===== src/rtl/store_buffer_pkg.sv =====
// store_buffer_pkg: funct3 codes, buffer entry type and access-size helper shared by store_buffer.
// Build option: define STORE_BUFFER_FORWARD_EN to enable store-to-load forwarding.
package store_buffer_pkg;

    localparam int SB_AW = 32;

    localparam logic [2:0] F3_B  = 3'b000;
    localparam logic [2:0] F3_H  = 3'b001;
    localparam logic [2:0] F3_W  = 3'b010;
    localparam logic [2:0] F3_BU = 3'b100;
    localparam logic [2:0] F3_HU = 3'b101;

    typedef struct packed {
        logic [2:0]       funct3;
        logic [SB_AW-1:0] addr;
        logic [31:0]      data;
    } sb_entry_t;

    // Access size in bytes: low funct3 bits select byte, half or word.
    function automatic logic [2:0] size_of(input logic [2:0] funct3);
        return funct3[1] ? 3'd4 : (funct3[0] ? 3'd2 : 3'd1);
    endfunction

endpackage


===== src/rtl/sb_overlap.sv =====
// sb_overlap: byte-range overlap and exact-match test of one buffered store against the current load.
// Build option: STORE_BUFFER_FORWARD_EN builds the exact-match comparator; otherwise exact_o is 0.
module sb_overlap import store_buffer_pkg::*; #(
    parameter int AW = 32
) (
    input  logic          valid_i,
    input  logic [2:0]    st_funct3_i,
    input  logic [AW-1:0] st_addr_i,
    input  logic [2:0]    ld_funct3_i,
    input  logic [AW-1:0] ld_addr_i,
    output logic          overlap_o,
    output logic          exact_o
);

    logic [AW-1:0] st_sz, ld_sz;

    assign st_sz = AW'(size_of(st_funct3_i));
    assign ld_sz = AW'(size_of(ld_funct3_i));

    // Modular distance keeps the test correct when a range wraps past the top of the address space.
    assign overlap_o = valid_i && ((ld_addr_i - st_addr_i) < st_sz || (st_addr_i - ld_addr_i) < ld_sz);

`ifdef STORE_BUFFER_FORWARD_EN
    localparam int AW1 = AW + 1;
    logic [AW:0] st_last;

    // A carry out of the last byte address means the access wraps and is not forwarded.
    assign st_last = {1'b0, st_addr_i} + AW1'(st_sz) - AW1'(1);
    assign exact_o = valid_i && st_addr_i == ld_addr_i && st_sz == ld_sz && !st_last[AW];
`else
    assign exact_o = 1'b0;
`endif

endmodule


===== src/rtl/store_buffer.sv =====
// store_buffer: posted-store FIFO between MEM stage and data memory with load forwarding/stall detection.
// Build option: STORE_BUFFER_FORWARD_EN enables forwarding; undefined, every overlap stalls the load.
module store_buffer import store_buffer_pkg::*; #(
    parameter int DEPTH = 4,
    parameter int AW    = 32
) (
    input  logic          clk,
    input  logic          rst_n,
    input  logic          st_valid_i,
    input  logic [2:0]    st_funct3_i,
    input  logic [AW-1:0] st_addr_i,
    input  logic [31:0]   st_data_i,
    output logic          st_ready_o,
    input  logic          ld_valid_i,
    input  logic [2:0]    ld_funct3_i,
    input  logic [AW-1:0] ld_addr_i,
    output logic          ld_hit_o,
    output logic          ld_conflict_o,
    output logic [31:0]   ld_fwd_data_o,
    input  logic          fence_req_i,
    output logic          empty_o,
    output logic          mem_write_o,
    output logic [2:0]    mem_funct3_o,
    output logic [AW-1:0] mem_addr_o,
    output logic [31:0]   mem_wdata_o
);

    localparam int PW = $clog2(DEPTH);
    localparam int CW = $clog2(DEPTH + 1);

    sb_entry_t        ent_q [DEPTH];
    logic [PW-1:0]    head_q, tail_q, head_d, tail_d, sel;
    logic [CW-1:0]    count_q, count_d;
    logic [DEPTH-1:0] ovl, exact;
    logic             st_ok, ld_ok, push, pop, found, fence_unused;
    logic [31:0]      d, ext;
    logic             sx;

    for (genvar i = 0; i < DEPTH; i++) begin : g_ovl
        logic [PW-1:0] age;
        assign age = PW'(i) - head_q;
        sb_overlap #(.AW(AW)) u_ovl (
            .valid_i    (CW'(age) < count_q),
            .st_funct3_i(ent_q[i].funct3),
            .st_addr_i  (ent_q[i].addr[AW-1:0]),
            .ld_funct3_i(ld_funct3_i),
            .ld_addr_i  (ld_addr_i),
            .overlap_o  (ovl[i]),
            .exact_o    (exact[i])
        );
    end

    // Walk entries oldest to youngest so the youngest overlapping store is the one selected.
    always_comb begin
        found = 1'b0;
        sel   = head_q;
        for (int k = 0; k < DEPTH; k++) begin
            if (ovl[head_q + PW'(k)]) begin
                found = 1'b1;
                sel   = head_q + PW'(k);
            end
        end
    end

    // Fences only hold the pipeline until empty; the buffer itself ignores them.
    assign fence_unused = fence_req_i;

    assign st_ok         = st_funct3_i inside {F3_B, F3_H, F3_W};
    assign ld_ok         = ld_valid_i && (ld_funct3_i inside {F3_B, F3_H, F3_W, F3_BU, F3_HU});
    assign ld_hit_o      = ld_ok && found && exact[sel];
    assign ld_conflict_o = ld_ok && found && !exact[sel];

    // Memory presents the lowest-addressed byte as the field MSB, so the store bytes are reversed.
    assign d   = ent_q[sel].data;
    assign sx  = !ld_funct3_i[2];
    assign ext = ld_funct3_i[1] ? {d[7:0], d[15:8], d[23:16], d[31:24]}
               : ld_funct3_i[0] ? {{16{sx & d[7]}}, d[7:0], d[15:8]}
               : {{24{sx & d[7]}}, d[7:0]};
    assign ld_fwd_data_o = ld_hit_o ? ext : 32'h0;

    assign empty_o      = count_q == '0;
    assign st_ready_o   = count_q != CW'(DEPTH);
    assign push         = st_valid_i && st_ready_o && st_ok;
    assign pop          = !empty_o && (!ld_valid_i || ld_conflict_o);
    assign mem_write_o  = pop;
    assign mem_funct3_o = ent_q[head_q].funct3;
    assign mem_addr_o   = ent_q[head_q].addr[AW-1:0];
    assign mem_wdata_o  = ent_q[head_q].data;

    // Next pointer and occupancy values; pointers wrap naturally at DEPTH.
    always_comb begin
        head_d  = head_q + PW'(pop);
        tail_d  = tail_q + PW'(push);
        count_d = count_q + CW'(push) - CW'(pop);
    end

    // FIFO state; reset discards every pending store immediately.
    always_ff @(posedge clk or negedge rst_n) begin
        if (!rst_n) begin
            head_q  <= '0;
            tail_q  <= '0;
            count_q <= '0;
            for (int k = 0; k < DEPTH; k++) ent_q[k] <= '0;
        end else begin
            head_q  <= head_d;
            tail_q  <= tail_d;
            count_q <= count_d;
            if (push) ent_q[tail_q] <= '{funct3: st_funct3_i, addr: SB_AW'(st_addr_i), data: st_data_i};
        end
    end

endmodule


===== config.mk =====
export PLATFORM = sky130hd
export DESIGN_NAME = store_buffer
export DESIGN_NICKNAME = d
export VERILOG_FILES = /design/src/rtl/store_buffer_pkg.sv /design/src/rtl/sb_overlap.sv /design/src/rtl/store_buffer.sv
export SDC_FILE = /design/constraint.sdc
export NUM_CORES = 1
export LEC_CHECK = 0
export CAP_MARGIN = 20
export CORE_MARGIN = 3
export CORE_UTILIZATION = 30
export DETAILED_ROUTE_END_ITERATION = 8
export DONT_BUFFER_PORTS = 1
export PLACE_DENSITY_LB_ADDON = 0.3
export SLEW_MARGIN = 10
export SYNTH_ARGS = -nofsm -noshare
export SYNTH_HDL_FRONTEND = slang
export SYNTH_SLANG_ARGS = --single-unit

===== constraint.sdc =====
create_clock -name clk -period 8.1 [get_ports clk]
set_clock_uncertainty 0.05 [all_clocks]
set_input_delay 1.62 -clock clk [delete_from_list [all_inputs] [get_ports clk]]
set_output_delay 1.62 -clock clk [all_outputs]
set_load 0.02 [all_outputs]

==> results.tsv, run 1 <==
metric	value	unit
status	finished clean	
Met1 Routed Length	47400	microns
length in cells of the worst reg-to-reg path	22	
start point of the critical path	ld_addr_i[4]	
Cell Chain, Critical Path	inv_1 > ha_1 > o2111ai_1 > a2111oi_1 > nor4_2 > nor3_1 > a2111oi_0 > buf_4 > o21bai_1 > a21oi_1 > xor2_1 > a2111oi_0 > a41o_1 > a21oi_2 > buf_4	
share of synthesized area occupied by flip-flops and latches	25.3	%
share of layout cells above drive strength 1	14.4	%
worst hold path type	reg2reg	
sort of element at the end of the critical path	output port	
starting utilization of the core area	30.5	%
htree depth	2	
synthesized area per cell	8.66	sq um
total length of routed wires	112000	microns
number of buffers and inverters on the critical path	3	
number of buffers added on ports	0	
setup total negative slack	0	ns
worst path setup slack after routing	0.159	ns
die area	94300	sq um
Hold Startpoint	ent_q[66]$_DFFE_PN0P_	
EDFF count, synth	0	
Clk Tree Root Cell	clkbuf_16	
critical path type	in2out	
HPWL after detailed placement	90800	microns
CTS tree	yes	
antenna violations before repair	3	
Core Rows	109	
global router's overall resource usage	23.0	%
worst hold path depth	1	
met3 routed WL	9920	microns
total number of nets in the final design	3490	
wire length of the first global-routing pass	162000	microns
ys async rst share	100	%
unrepaired setup endpoints after global routing	false	
pin count of the biggest net entering global routing	276	
per-cell via count in the routed design	5.75	
clock-pin transition on the worst setup and hold timing paths	0.06	ns
Worst EP required	6.43	ns
layout overhead on the synthesized area	9.56	%
1st-pass router iterations	6	
worst-case setup slack after placement	0.191	ns
TritonCTS Buffers	34	
Mapped Area	27200	sq um
Slowest cell on crit path	a2111oi_1	
type of origin of the critical path	input pin	
initial DRC count	2554	
share of the core filled with cells in the final layout	33.4	%
switching power total	7.61	mW
Crit path arrival time	6.27	ns
Cell Pwr Density	482	nW/um^2
clock net sink count	275	
Final min period	7.94	ns
flop-to-flop setup slack	1.67	ns
antenna violation net count after detailed routing	0	
number of global-route vias before repair	23645	
number of distinct library cells after synthesis	89	
part of the total power dissipated in the clock network	10.9	%
Worst slew margin	26.0	%
Reg power frac	19.3	%
Critical R2R Capture	count_q[2]$_DFF_PN0_	
post-synthesis cell count	3139	
Final Hold Vio Count	0	
Final Setup Violations	0	
die boundary height	307	microns
most instantiated flip-flop cell in the synthesis netlist	dfrtp_1	
x dimension of the die	307	microns
top layer reached by signal wires	met5	
DRC violation count after routing	0	
Vias	24702	
f_max	126	MHz
worst hold endpoint	ent_q[66]$_DFFE_PN0P_	
routed wire length per instance	26.0	microns
post-route design area	29800	sq um
count of maximum capacitance violations	0	
combinational power share	69.7	%
minimum hold slack	0.440	ns
dominant delay contributor by cell family on the critical path	compound AO/OA/AOI/OAI gates	
area of the core region	89100	sq um
P_int	6.74	mW
number of pins exceeding their max-slew limit in the final report	0	
number of logic stages on the critical path including buffering	15	
delay contributed by the slowest stage of the critical path	1.10	ns
Skew-Pair Late Insertion Delay	0.56	ns
Max rail drop VDD	0.000193	V
highest fanout seen on the critical path	9	
Warnings, synthesis	0	
maximum clock insertion buffer count	3	
final global-route overflow total	0	
Worst R2R Start	ent_q[103]$_DFFE_PN0P_	
detailed-routed wire length on met2	48400	microns
placer's final routability congestion estimate	1.02	
standard cell area after detailed placement	28600	sq um
num ports	211	
switching share of total power	53.0	%
leakage dissipation	12.8	nW
transition time of the tightest slew-check pin	1.11	ns
FF+latch count, synth	275	
Tcrit/Tclk final	98.0	%
[worst max-delay path by stage]
stage	to	slack, ns
final	mem_write_o	0.16
after CTS	mem_write_o	0.16
after floorplan	mem_write_o	1.23
after global placement	mem_write_o	0.22
after global routing	mem_write_o	0.01
after detailed placement	mem_write_o	0.19
[cells by family after synthesis]
group,synth area share [%]
adder cells (fa/ha/maj),13.2
AND/OR/NAND/NOR,12.8
flip-flops,25.3
other,0.0138
AO/OA/AOI/OAI,22.6
buffers and inverters,6.60
multiplexers,15.0
XOR/XNOR,4.48
[cell usage in the layout, fill, tap and decap left out, types with 15 or more instances in the layout]
cell / synthesis / final
o2111ai_1: 18 / 17
xnor2_1: 81 / 81
mux2i_1: 26 / 26
nor3_1: 43 / 42
nand2_1: 256 / 255
nand3_1: 52 / 51
a211oi_1: 34 / 34
nand2b_1: 17 / 17
mux4_2: 67 / 67
o21ai_1: 16 / 16
buf_4: 33 / 95
o211ai_1: 39 / 39
inv_1: 234 / 234
o21a_1: 45 / 45
clkbuf_16: 0 / 34
xor2_1: 58 / 58
and2_1: 15 / 15
o21ai_0: 222 / 222
a31oi_1: 28 / 28
nor2_1: 188 / 187
a21o_1: 65 / 65
nor4_1: 24 / 24
a221oi_1: 19 / 18
o21bai_1: 38 / 38
nor2b_1: 19 / 19
ha_1: 272 / 272
dfrtp_1: 275 / 273
a21oi_1: 303 / 302
conb_1: 1 / 33
nand4_1: 58 / 58
mux2_2: 205 / 205
[metrics by stage]
| step | std cells | power (mW) |
|---|---|---|
| after detailed placement | 4230 | 12.6 |
| final | 4294 | 14.3 |
| after global placement | 4230 | 12.5 |
| after floorplan | 3171 | 9.41 |
| after global routing | 4290 | 15.3 |
| after CTS | 4289 | 14.2 |
[registers in the layout (all words and copies together), names as in the netlist]
| name | flops |
|---|---|
| count_q | 3 |
| head_q | 2 |
| tail_q | 2 |
| ent_q | 268 |
[layout make-up]
type,count,area [sq um]
flip-flops and latches,275,6890
diodes,4,10.0
clock buffers,43,955
multi-input cells,2460,18700
fillers,9327,59300
repair buffers,96,733
clock inverters,16,180
inverters,235,882
well taps,1165,1460
[power by group through the flow]
stage | Clock (mW) | Combinational [mW] | Sequential, mW
CTS | 1.62 | 9.81 | 2.78
finish | 1.57 | 10.0 | 2.77
global route | 1.67 | 10.8 | 2.85
floorplan | 0 | 7.02 | 2.39
global placement | 0 | 9.77 | 2.78
detailed placement | 0 | 9.76 | 2.80
[repair_timing]
action | CTS | global route
setup buffers | 0 | 0
setup endpoints to repair | 0 | 2
hold buffers | 0 | 0
gates resized for setup | 0 | 3
[cells in the mapped netlist (all sizes together) (38+ instances only)]
cell,number,area share [%]
nand3,52,0.96
mux2,205,8.5
dfrtp,275,25
o211ai,39,1.1
o21a,45,1.2
nor2,188,2.6
xnor2,81,2.6
mux4,67,5.6
nand2,256,3.5
ha,272,13
a21o,65,1.8
o21bai,38,1.0
nand4,58,1.3
buf,78,1.7
xor2,58,1.9
clkbuf,123,1.7
a21oi,304,5.6
nor3,43,0.79
inv,234,3.2
o21ai,238,4.4
[metal layers]
layer / vias to the layer above / track usage (%)
met5: - / 0
met4: 2 / 10.8
met3: 198 / 6.07
met2: 1068 / 35.2
met1: 12114 / 30.3
li1: 11320 / -
(Power assumes the default switching activity.)
==> run 2: changes to the inputs <==
Settings changed: SYNTH_HIERARCHICAL from default to 1.
==> results.tsv, run 2 <==
metric	value	unit	change
length in cells of the worst reg-to-reg path	32		+45%
highest fanout seen on the critical path	8		-1
worst path setup slack after routing	-0.312	ns	-0.471 ns
Clk Tree Root Cell	clkbuf_16		
commonest non-fill, non-tap cell in the layout	buf_4		
Tcrit/Tclk final	104	%	+5.8 points
wire length of the first global-routing pass	172000	microns	+5.8%
Final min period	8.41	ns	+0.471 ns
number of distinct library cells after synthesis	109		+22%
Mapped Area	29300	sq um	+7.9%
pin count of the biggest net entering global routing	276		unchanged
most instantiated flip-flop cell in the synthesis netlist	dfrtp_1		
commonest non-fill, non-tap cells in the layout	566 x buf_4, 308 x inv_1, 295 x mux2_2, 273 x dfrtp_1, 271 x a21oi_1		
die area	102000	sq um	+7.7%
fill cell total of the finished layout	9762		+4.7%
num ports	211		unchanged
global router's overall resource usage	22.0	%	-1.0 points
Core Rows	114		+4.6%
routed wire length per instance	23.0	microns	-12%
TritonCTS Buffers	28		-18%
largest area contributor in the netlist	dfrtp_1		
placed cell count	4973		+18%
total number of nets in the final design	4174		+20%
x dimension of the die	319	microns	+3.8%
share of the synthesized area in the top cell type	23.5	%	-1.8 points
synthesized area per cell	8.83	sq um	+1.9%
FF+latch count, synth	275		unchanged
leakage dissipation	16.6	nW	+30%
number of buffers added to fix hold violations after cts	0		unchanged
worst hold endpoint	ent_q[133]$_DFFE_PN0P_		
total length of routed wires	117000	microns	+4.6%
number of cells in the finished layout apart from fillers	5083		+18%
Warnings, synthesis	6		+6
maximum clock insertion buffer count	3		unchanged
Vias	27672		+12%
number of global-route vias before repair	26645		+13%
flop-to-flop setup slack	1.64	ns	-0.03 ns
clock-pin transition on the worst setup and hold timing paths	0.07	ns	about the same
share of layout cells above drive strength 1	32.7	%	+18 points
f_max	119	MHz	-5.6%
Final Setup Violations	32		+32
layout overhead on the synthesized area	26.1	%	
Max rail drop VDD	0.000250	V	+30%
area of the core region	96900	sq um	+8.8%
minimum hold slack	0.428	ns	-0.0117 ns
ys async rst share	100	%	unchanged
EDFF count, synth	0		unchanged
top cell types by occurrence after synthesis	315 x inv_1, 300 x a21oi_1, 298 x mux2_2		
type of origin of the critical path	input pin		
Cell Pwr Density	463	nW/um^2	-3.9%
number of flip-flops under the largest register name	268		unchanged
worst hold path type	reg2reg		
transition time of the tightest slew-check pin	1.10	ns	-0.00196 ns
antenna violations before repair	2		-1
Final Hold Vio Count	0		unchanged
Mapped Nets	3711		
Crit path arrival time	6.74	ns	+0.47 ns
antenna violation net count after detailed routing	0		unchanged
worst hold path depth	1		unchanged
Skew-Pair Late Insertion Delay	0.62	ns	+0.06 ns
library cell with the highest instance count after synthesis	inv_1		
count of maximum capacitance violations	0		unchanged
Hold Startpoint	ent_q[133]$_DFFE_PN0P_		
Worst slew margin	26.4	%	+0.32 points
die boundary height	319	microns	+3.8%
largest cells by area after synthesis	dfrtp_1 23%, ha_1 12%, mux2_2 11%, mux4_2 5.2%, a21oi_1 5.1%		
initial DRC count	2143		-16%
number of pins exceeding their max-slew limit in the final report	0		unchanged
Worst EP required	6.43	ns	about the same
Critical R2R Capture	count_q[2]$_DFF_PN0_		
clock net sink count	275		unchanged
failing checks	negative setup slack		
setup total negative slack	-8.33	ns	-8.33 ns
Sequential Area	6890	sq um	unchanged
DRC violation count after routing	0		unchanged
biggest regs	ent_q (268), count_q (3)		
HPWL after detailed placement	94000	microns	+3.5%
per-cell via count in the routed design	5.44		-5.4%
starting utilization of the core area	30.3	%	-0.24 points
sort of element at the end of the critical path	output port		
final global-route overflow total	0		unchanged
critical path type	in2out		
placer's final routability congestion estimate	0.960		-6.0%
unrepaired setup endpoints after global routing	true		
status	finished with violations		
post-synthesis cell count	3323		+5.9%
total area of multi-input combinational cells	21300	sq um	+14%
CTS tree	yes		
Worst R2R Start	ent_q[233]$_DFFE_PN0P_		
1st-pass router iterations	5		-1
share of synthesized area occupied by flip-flops and latches	23.5	%	-1.8 points
Biggest register	ent_q		
number of buffers added on ports	0		unchanged
htree depth	1		-1
## run 2: changes by cell type after synthesis, sizes merged, moves of 14 or more
cell / change
buf: +31
nor2: -29
nand2: -20
nand4: +14
a32o: +15
mux2: +93
o21ai: -68
clkbuf: -45
inv: +81
## run 2: power by group
part	switching [mW]	internal, mW
clock network	0.612	0.804
logic	7.05	5.78
registers	0.821	2.05
total	8.49	8.64
## run 2: metrics by stage
| stage | worst slack, ns | cell area [sq um] | util [%] | total power, mW |
|---|---|---|---|---|
| final | -0.312 | 37000 | 38.2 | 17.1 |
| after detailed placement | -0.553 | 34400 | 35.5 | 14.8 |
| after global placement | -0.565 | 34400 | 35.5 | 14.7 |
| after CTS | -0.362 | 35900 | 37.1 | 16.5 |
| after global routing | -0.395 | 37000 | 38.2 | 18.3 |
| after floorplan | 0.447 | 29300 | - | 10.1 |
## run 2: area by class of cell
cell class / instances / area share (%)
flip-flops and latches: 275 / 18.6
inverters: 315 / 3.27
diodes: 2 / 0.0135
clock inverters: 11 / 0.436
multi-input cells: 2546 / 57.5
well taps: 1276 / 4.32
repair buffers: 620 / 13.7
clock buffers: 38 / 2.21
## run 2: metal layers
metal / GRT usage, % / part of all wire (%) / vias up
met5: 0 / 0.016 / -
met4: 4.37 / 2.3 / 2
met3: 7.26 / 10 / 102
met2: 34.3 / 44 / 966
met1: 29.8 / 44 / 13549
li1: - / - / 13053
## run 2: worst max path at each step
stage / end / cells after the start / slack, ns / from
floorplan: ld_fwd_data_o[0] / 21 / 0.45 / ld_addr_i[0]
global placement: ld_fwd_data_o[10] / 25 / -0.57 / ld_addr_i[0]
detailed placement: ld_fwd_data_o[10] / 25 / -0.55 / ld_addr_i[0]
CTS: ld_fwd_data_o[3] / 26 / -0.36 / ld_addr_i[0]
global route: ld_fwd_data_o[6] / 26 / -0.40 / ld_addr_i[0]
finish: ld_fwd_data_o[20] / 28 / -0.31 / ld_addr_i[0]
## run 2: kinds of logic after synthesis
kind of cell | share of synthesized area (%)
fa+ha+maj | 12.2
other cells | 0.0512
flops | 23.5
xor+xnor | 4.33
simple gates | 13.3
buf+inv | 7.20
compound gates | 21.9
mux | 17.5
## run 2: repair_timing
| item | 4_1_cts | 5_1_grt |
|---|---|---|
| resized for setup | 80 | 157 |
| setup endpoints to repair | 35 | 35 |
| cloned | 2 | 1 |
| buffers inserted | 18 | 39 |
| pin swaps | 30 | 98 |
## run 2: worst max-delay path: stages
cell,delay (ns)
clkinv_8,0.04
ha_4,0.12
inv_2,0.04
fa_2,0.34
a21o_1,0.19
a221o_1,0.36
buf_6,0.16
a21o_1,0.20
a2bb2oi_2,0.20
buf_4,0.16
a31oi_4,0.09
xnor2_2,0.21
nor4_2,0.25
nand4b_1,0.21
nor4_2,0.32
a41o_1,0.25
buf_12,0.18
buf_12,0.11
a21oi_4,0.03
a311o_2,0.39
buf_12,0.16
mux2i_4,0.19
o22ai_4,0.24
buf_6,0.15
o21bai_4,0.07
clkbuf_16,0.19
a21oi_2,0.11
buf_4,0.15
